==> src/rtl/ahb_mtx_pkg.sv <==
// ---------------------------------------------------------------------------
// ahb_mtx_pkg
// Shared definitions for the AHB matrix arbiter slice:
//   - HTRANS transfer-type encodings (IDLE, BUSY, NONSEQ, SEQ)
//   - HBURST burst-type encodings
//   - beat-counter width and "beats remaining after NONSEQ" constants
//   - burst_beats_left(): maps an HBURST code to the counter load value,
//     zero for bursts with no fixed length (SINGLE, INCR)
// ---------------------------------------------------------------------------
package ahb_mtx_pkg;

    typedef enum logic [1:0] {
        HTRANS_IDLE   = 2'b00,
        HTRANS_BUSY   = 2'b01,
        HTRANS_NONSEQ = 2'b10,
        HTRANS_SEQ    = 2'b11
    } htrans_t;

    typedef enum logic [2:0] {
        HBURST_SINGLE = 3'b000,
        HBURST_INCR   = 3'b001,
        HBURST_WRAP4  = 3'b010,
        HBURST_INCR4  = 3'b011,
        HBURST_WRAP8  = 3'b100,
        HBURST_INCR8  = 3'b101,
        HBURST_WRAP16 = 3'b110,
        HBURST_INCR16 = 3'b111
    } hburst_t;

    localparam int BEAT_CNT_W = 4;

    // The NONSEQ beat is the first beat, so the counter holds the number
    // of SEQ beats still to come.
    localparam logic [BEAT_CNT_W-1:0] BEATS_LEFT_4  = 4'd3;
    localparam logic [BEAT_CNT_W-1:0] BEATS_LEFT_8  = 4'd7;
    localparam logic [BEAT_CNT_W-1:0] BEATS_LEFT_16 = 4'd15;

    function automatic logic [BEAT_CNT_W-1:0] burst_beats_left(input logic [2:0] hburst);
        case (hburst_t'(hburst))
            HBURST_WRAP4,  HBURST_INCR4:  return BEATS_LEFT_4;
            HBURST_WRAP8,  HBURST_INCR8:  return BEATS_LEFT_8;
            HBURST_WRAP16, HBURST_INCR16: return BEATS_LEFT_16;
            default:                      return '0;
        endcase
    endfunction

endpackage

==> src/rtl/ahb_mtx_burst_cnt.sv <==
// ---------------------------------------------------------------------------
// ahb_mtx_burst_cnt
// Beat counter for fixed-length AHB bursts. While a WRAPx/INCRx burst is in
// flight the arbiter must not re-arbitrate; this block tells it so.
//
// Ports:
//   HCLK        in   system clock, rising edge
//   HRESETn     in   asynchronous active-low reset
//   HREADYM     in   transfer done; counter only moves when high
//   HSELM       in   slave select of the granted port
//   HTRANSM[1:0] in  transfer type of the granted port
//   HBURSTM[2:0] in  burst type of the granted port
//   burst_hold  out  1 = keep the current grant this cycle
// ---------------------------------------------------------------------------
module ahb_mtx_burst_cnt
    import ahb_mtx_pkg::*;
(
    input  logic       HCLK,
    input  logic       HRESETn,
    input  logic       HREADYM,
    input  logic       HSELM,
    input  logic [1:0] HTRANSM,
    input  logic [2:0] HBURSTM,
    output logic       burst_hold
);

    logic [BEAT_CNT_W-1:0] cnt_q;
    logic [BEAT_CNT_W-1:0] cnt_d;
    logic [BEAT_CNT_W-1:0] load_val;
    logic                  early_end;

    // Next counter value and hold flag. Deselect, IDLE or an undefined-length
    // NONSEQ ends the burst early, and that drops the hold in the same cycle
    // so the arbiter can hand over on this very edge.
    always_comb begin
        load_val  = burst_beats_left(HBURSTM);
        early_end = !HSELM
                    || (HTRANSM == HTRANS_IDLE)
                    || ((HTRANSM == HTRANS_NONSEQ) && (load_val == '0));
        cnt_d     = cnt_q;
        if (!HSELM) begin
            cnt_d = '0;
        end else begin
            case (htrans_t'(HTRANSM))
                HTRANS_IDLE:   cnt_d = '0;
                HTRANS_BUSY:   cnt_d = cnt_q;
                HTRANS_NONSEQ: cnt_d = load_val;
                HTRANS_SEQ:    cnt_d = (cnt_q != '0) ? (cnt_q - BEAT_CNT_W'(1)) : cnt_q;
                default:       cnt_d = '0;
            endcase
        end
        burst_hold = (cnt_q != '0) && !early_end;
    end

    // Counter register; a wait-stated cycle freezes it.
    always_ff @(posedge HCLK or negedge HRESETn) begin
        if (!HRESETn) begin
            cnt_q <= '0;
        end else if (HREADYM) begin
            cnt_q <= cnt_d;
        end
    end

endmodule

==> src/rtl/ahb_mtx_arb_param.sv <==
// ---------------------------------------------------------------------------
// ahb_mtx_arb_param
// Parameterised arbiter selecting which input port drives a shared AHB
// slave. Fixed priority (ARB_MODE=0, port 0 highest) or round robin
// (ARB_MODE=1). Grant only moves on HREADYM-qualified edges.
//
// Build option: define AHB_ARB_BURST_HOLD_EN to keep the grant for the
// whole of a fixed-length burst (WRAP4/INCR4/.../INCR16). Without it the
// grant may change on any beat and HBURSTM is ignored.
//
// Parameters:
//   NUM_PORTS  number of ports, 2..16
//   PORT_W     port index width, 2**PORT_W >= NUM_PORTS
//   ARB_MODE   0 = fixed priority, 1 = round robin
//
// Ports:
//   HCLK                   in   system clock, rising edge
//   HRESETn                in   asynchronous active-low reset
//   req_port[NUM_PORTS-1:0] in  per-port request
//   HREADYM                in   transfer done on the shared slave
//   HSELM                  in   slave select of the granted port
//   HTRANSM[1:0]           in   transfer type of the granted port
//   HBURSTM[2:0]           in   burst type of the granted port
//   HMASTLOCKM             in   locked transfer, freezes the grant
//   addr_in_port[PORT_W-1:0] out granted port index (registered)
//   no_port                out  no port selected (registered)
// ---------------------------------------------------------------------------
module ahb_mtx_arb_param
    import ahb_mtx_pkg::*;
#(
    parameter int NUM_PORTS = 4,
    parameter int PORT_W    = 4,
    parameter int ARB_MODE  = 0
) (
    input  logic                 HCLK,
    input  logic                 HRESETn,
    input  logic [NUM_PORTS-1:0] req_port,
    input  logic                 HREADYM,
    input  logic                 HSELM,
    input  logic [1:0]           HTRANSM,
    input  logic [2:0]           HBURSTM,
    input  logic                 HMASTLOCKM,
    output logic [PORT_W-1:0]    addr_in_port,
    output logic                 no_port
);

    localparam logic [PORT_W:0] NUM_PORTS_EXT = (PORT_W+1)'(NUM_PORTS);

    logic [PORT_W-1:0]      addr_q;
    logic [PORT_W-1:0]      addr_d;
    logic                   no_q;
    logic                   no_d;
    logic [PORT_W-1:0]      rr_q;
    logic [PORT_W-1:0]      rr_d;
    logic                   burst_hold;

    logic [NUM_PORTS-1:0]   qual;
    logic [2*NUM_PORTS-1:0] qual_dbl;
    logic [NUM_PORTS-1:0]   qual_rot;
    logic                   fp_found;
    logic [PORT_W-1:0]      fp_win;
    logic [PORT_W-1:0]      rr_off;
    logic [PORT_W:0]        rr_sum;
    logic [PORT_W-1:0]      rr_win;
    logic [PORT_W:0]        inc_sum;
    logic [PORT_W-1:0]      win_next;
    logic                   any_qual;
    logic [PORT_W-1:0]      win;

`ifdef AHB_ARB_BURST_HOLD_EN
    ahb_mtx_burst_cnt u_burst_cnt (
        .HCLK       (HCLK),
        .HRESETn    (HRESETn),
        .HREADYM    (HREADYM),
        .HSELM      (HSELM),
        .HTRANSM    (HTRANSM),
        .HBURSTM    (HBURSTM),
        .burst_hold (burst_hold)
    );
`else
    logic unused_hburst;
    assign burst_hold    = 1'b0;
    assign unused_hburst = ^HBURSTM;
`endif

    // Which ports may win: anyone requesting, plus the port that already
    // owns the bus while it is still mid-transfer. A port counts as
    // "current" only while something is actually granted.
    always_comb begin
        qual = '0;
        for (int i = 0; i < NUM_PORTS; i++) begin
            qual[i] = req_port[i]
                      | (!no_q && HSELM && (HTRANSM != HTRANS_IDLE)
                         && (addr_q == PORT_W'(i)));
        end
    end

    // Both priority searches are built every cycle and ARB_MODE picks one.
    // Round robin rotates the qualifier vector so the pointer position
    // becomes bit 0, finds the lowest set bit, then adds the pointer back
    // modulo NUM_PORTS.
    always_comb begin
        fp_found = 1'b0;
        fp_win   = '0;
        for (int i = NUM_PORTS - 1; i >= 0; i--) begin
            if (qual[i]) begin
                fp_found = 1'b1;
                fp_win   = PORT_W'(i);
            end
        end

        qual_dbl = {qual, qual} >> rr_q;
        qual_rot = qual_dbl[NUM_PORTS-1:0];
        rr_off   = '0;
        for (int k = NUM_PORTS - 1; k >= 0; k--) begin
            if (qual_rot[k]) begin
                rr_off = PORT_W'(k);
            end
        end
        rr_sum = {1'b0, rr_q} + {1'b0, rr_off};
        if (rr_sum >= NUM_PORTS_EXT) begin
            rr_sum = rr_sum - NUM_PORTS_EXT;
        end
        rr_win = rr_sum[PORT_W-1:0];

        any_qual = fp_found;
        win      = (ARB_MODE == 1) ? rr_win : fp_win;

        inc_sum = {1'b0, win} + (PORT_W+1)'(1);
        if (inc_sum >= NUM_PORTS_EXT) begin
            inc_sum = '0;
        end
        win_next = inc_sum[PORT_W-1:0];
    end

    // Next-grant decision: a locked transfer or an active burst freezes the
    // grant; otherwise arbitrate. With nobody qualifying, an asserted select
    // keeps the current owner, a deasserted one parks on "no port" without
    // disturbing the remembered index.
    always_comb begin
        addr_d = addr_q;
        no_d   = no_q;
        rr_d   = rr_q;
        if (HMASTLOCKM || burst_hold) begin
            addr_d = addr_q;
        end else if (any_qual) begin
            addr_d = win;
            no_d   = 1'b0;
            if ((ARB_MODE == 1) && (no_q || (win != addr_q))) begin
                rr_d = win_next;
            end
        end else begin
            no_d = !HSELM;
        end
    end

    // Grant, idle flag and round-robin pointer; wait states freeze them.
    always_ff @(posedge HCLK or negedge HRESETn) begin
        if (!HRESETn) begin
            addr_q <= '0;
            no_q   <= 1'b1;
            rr_q   <= '0;
        end else if (HREADYM) begin
            addr_q <= addr_d;
            no_q   <= no_d;
            rr_q   <= rr_d;
        end
    end

    assign addr_in_port = addr_q;
    assign no_port      = no_q;

endmodule

==> config.mk <==
export PLATFORM = sky130hd
export DESIGN_NAME = ahb_mtx_arb_param
export DESIGN_NICKNAME = d
export VERILOG_FILES = /design/src/rtl/ahb_mtx_pkg.sv /design/src/rtl/ahb_mtx_burst_cnt.sv /design/src/rtl/ahb_mtx_arb_param.sv
export SDC_FILE = /design/constraint.sdc
export NUM_CORES = 1
export LEC_CHECK = 0
export ABC_CLOCK_PERIOD_IN_PS = 1900
export BUFFER_PORTS_ARGS = -buffer_cell sky130_fd_sc_hd__buf_2
export CAP_MARGIN = 20
export CORE_AREA = 2 2 39 41
export CTS_BUF_LIST = sky130_fd_sc_hd__clkbuf_8
export DETAILED_ROUTE_END_ITERATION = 12
export DIE_AREA = 0 0 41 43
export PLACE_DENSITY_LB_ADDON = 0.25
export SYNTH_ARGS = -nofsm -noshare
export SYNTH_HDL_FRONTEND = slang
export SYNTH_SLANG_ARGS = --single-unit
==> constraint.sdc <==
create_clock -name HCLK -period 1.9 [get_ports HCLK]
set_clock_uncertainty 0.15 [all_clocks]
set_input_delay 0.19 -clock HCLK [delete_from_list [all_inputs] [get_ports HCLK]]
set_output_delay 0.19 -clock HCLK [all_outputs]
set_load 0.02 [all_outputs]
==> summary.md <==
| Metric | Value |
|---|---|
| CP max-delay cell | `dlygate4sd3_1` |
| Register Area | `76.32 um2` |
| Placed Cells incl. Taps | `55` |
| Max-cap violations | `0` |
| Final Cell Area | `about 380 um2` |
| Largest family of logic cells by synthesized area | `compound AO/OA/AOI/OAI gates` |
| Mux share of post-synthesis cell area | `0%` |
| Hold path cells | `3` |
| Hold violation count in the final report | `0` |
| Commonest non-fill, non-tap cell in the layout | `buf_2` |
| GRT overflow | `0` |
| Final core utilization | `27.31%` |
| Hold path start | `req_port[3]` |
| CTS Hold Buffers Added | `2` |
| Total routed wirelength | `621 um` |
| Initial antenna violation count | `0` |
| Antenna viol nets, final | `0` |
| RSZ-0062 raised after global routing | `no` |
| CP Launch Type | `primary input` |
| Outcome | `completed` |
| Setup_tns | `0 ns` |
| Antenna cell count | `0` |
| Worst EP arrival | `1.63 ns` |
| Clock Path Buffers | `2` |
| Multi-input gate area | `140.1 um2` |
| Die width | `roughly 41 um` |
| Final Non-Filler Cells | `61` |
| Later-pin clock latency in the skew report | `~0.21 ns` |
| TritonCTS buffer count | `3` |
| Cell Area, Synth | `roughly 240 um2` |
| R2R depth | `4` |
| Worst slack, placed | `about 0.32 ns` |
| Number of DRC markers in iteration 0 | `3` |
| Commonest non-fill, non-tap cells in the layout | `buf_2 (13), inv_1 (4), a211oi_1 (3), clkbuf_8 (3)` |
| Largest net degree at the start of global routing | `7` |
| Fmax | `0.6108 GHz` |
| Fin crit share | `between 80 and 90%` |
| Wirelength per Cell | `~10 um` |
| Post-CTS sizing | `0` |
| Final Max Slew Viols | `0` |
| Leak | `0.1819 nW` |
| FF-to-FF Start | `no_port$_DFFE_PN1P_` |
| Vias in the first global route | `between 200 and 250` |
| TritonRoute pass-1 iters | `4` |
| Total GRT Usage | `around 8.4%` |
| CP max FO | `3` |
| Die Ht | `between 40 and 50 um` |
| Hold Crit Endpoint | `no_port$_DFFE_PN1P_` |
| Synth-to-layout area growth | `58.12%` |
| # rows | `14` |
| H-tree levels | `1` |
| PD cells | `a little under 900 nW/um2` |
| Yosys reg bits | `3` |
| Placed cell area | `roughly 310 um2` |
| Gate Count Post-Synth | `27` |
| Setup CP Type | `primary input to flip-flop` |
| Post-layout min period | `around 1.6 ns` |
| Peak VDD IR | `0.4105 mV` |
| CTS Sinks | `3` |
| Vias | `254` |
| CP cell instances | `dlygate4sd3_1, buf_2, and2b_1, and2_1, a211oi_1, a2bb2oi_2` |
| Adder-Cell Fraction of Synth Area | `0%` |
| Simple-gate share of the synthesized area | `22.51%` |
| Post-CTS Setup Bufs | `0` |
| Hold WS | `~0.13 ns` |
| Synth cell types | `20` |
| Synth Area in XOR/XNOR | `0%` |
| Compound-Gate Fraction of Synth Area | `between 30% and 40%` |
| PortBufs | `13` |
| Effective utilization at floorplan | `between 10% and 20%` |
| Hold Path Class | `primary input to flip-flop` |
| Register clock-pin slew on the reported worst setup and hold paths | `roughly 0.030 ns` |
| Yosys warning total | `0` |
| Worst path buffer plus inverter count | `2` |
| CP endpoint kind | `flip-flop` |
| Tot Pwr | `around 330 uW` |
| Worst Path Required | `1.89 ns` |
| First-pass GRT wire length | `approximately 930 um` |
| Core area | `approximately 1400 um2` |
| IO Pins | `19` |
| Setup Viol. Count Final | `0` |
| CTS tree | `done` |
| Filler instances | `150` |
| Seq/Total Area, Yosys | `between 30% and 40%` |
| FF-to-FF End | `addr_in_port[0]$_DFFE_PN0P_` |
| Setup ws final | `~0.26 ns` |
| Largest delay share family, worst path | `buffers and inverters` |
| # DRC | `0` |
| RePlAce Congestion | `approximately 0.64` |
| Die area | `~1800 um2` |
| Root Buffer | `clkbuf_8` |
| Layout net count | `60` |
| R2R Setup Slk | `~0.34 ns` |
| Share of layout cells above drive strength 1 | `between 40% and 50%` |
| CP max stage delay | `~0.53 ns` |
| Vias per inst | `4.164` |
| Syn_area_per_cell | `about 8.9 um2` |
==> cells in the mapped netlist, drive strengths merged <==
| cell | instances | area, um2 |
|---|---|---|
| dfstp | 1 | 26.28 |
| dfrtp | 2 | 50.05 |
| or4 | 1 | 11.26 |
| and2 | 1 | 6.260 |
| buf | 2 | 15.01 |
| a211oi | 3 | 22.52 |
| and2b | 1 | 7.510 |
| inv | 3 | 11.26 |
| nor2 | 2 | 7.510 |
| o31ai | 1 | 7.510 |
| or2 | 1 | 6.260 |
| a311oi | 1 | 8.760 |
| nand2 | 1 | 3.750 |
| conb | 1 | 3.750 |
| nor3 | 1 | 5.000 |
| o21bai | 1 | 7.510 |
| a2bb2oi | 1 | 15.01 |
| nand2b | 1 | 6.260 |
| o22a | 1 | 8.760 |
| a21oi | 1 | 8.760 |
==> area by class of cell <==
type	instances	area share, %
clock buffer	3	10.93
sequential	3	20.20
multi-input combinational	20	37.09
inverter	3	2.980
timing repair buffer	15	22.52
tap	16	5.298
clock inverter	1	0.9934
==> how the worst max path moves through the flow <==
| stage | slack (ns) | cells past startpoint | start | to |
|---|---|---|---|---|
| floorplan | 0.33 | 4 | no_port$_DFFE_PN1P_ | addr_in_port[0]$_DFFE_PN0P_ |
| global placement | 0.31 | 4 | no_port$_DFFE_PN1P_ | addr_in_port[0]$_DFFE_PN0P_ |
| detailed placement | 0.32 | 4 | no_port$_DFFE_PN1P_ | addr_in_port[0]$_DFFE_PN0P_ |
| CTS | 0.24 | 6 | HSELM | addr_in_port[0]$_DFFE_PN0P_ |
| global route | 0.17 | 6 | HSELM | addr_in_port[0]$_DFFE_PN0P_ |
| finish | 0.26 | 6 | HSELM | addr_in_port[0]$_DFFE_PN0P_ |
==> worst reg2reg max path: stages (launching register included) <==
cell	delay, ns
dfstp_2	0.53
and2b_1	0.21
and2_1	0.17
a211oi_1	0.28
a2bb2oi_2	0.15
==> flip-flops by register name, indices dropped and copies added (netlist names) <==
register,flops
addr_in_port,2
no_port,1
==> power breakdown <==
group	internal [mW]	switching, mW
combinational	0.0327	0.0377
sequential	0.0729	0.00905
clock	0.138	0.0422
==> logic make-up (layout without fill, tap and decap cells) <==
| family | count (synthesis) | count (layout) |
|---|---|---|
| AOI/OAI and AO/OA | 9 | 9 |
| DFF | 3 | 3 |
| and+or+nand+nor | 9 | 9 |
| buffers and inverters | 5 | 22 |
| other | 1 | 2 |
==> metal layers <==
metal,vias to the layer above,track usage [%],wire (um)
met5,-,0,0
met4,0,10.00,14
met3,2,1.571,76
met2,16,9.688,235
met1,107,11.00,294
li1,129,-,-
Note: power is estimated with default switching activity, not from simulation.
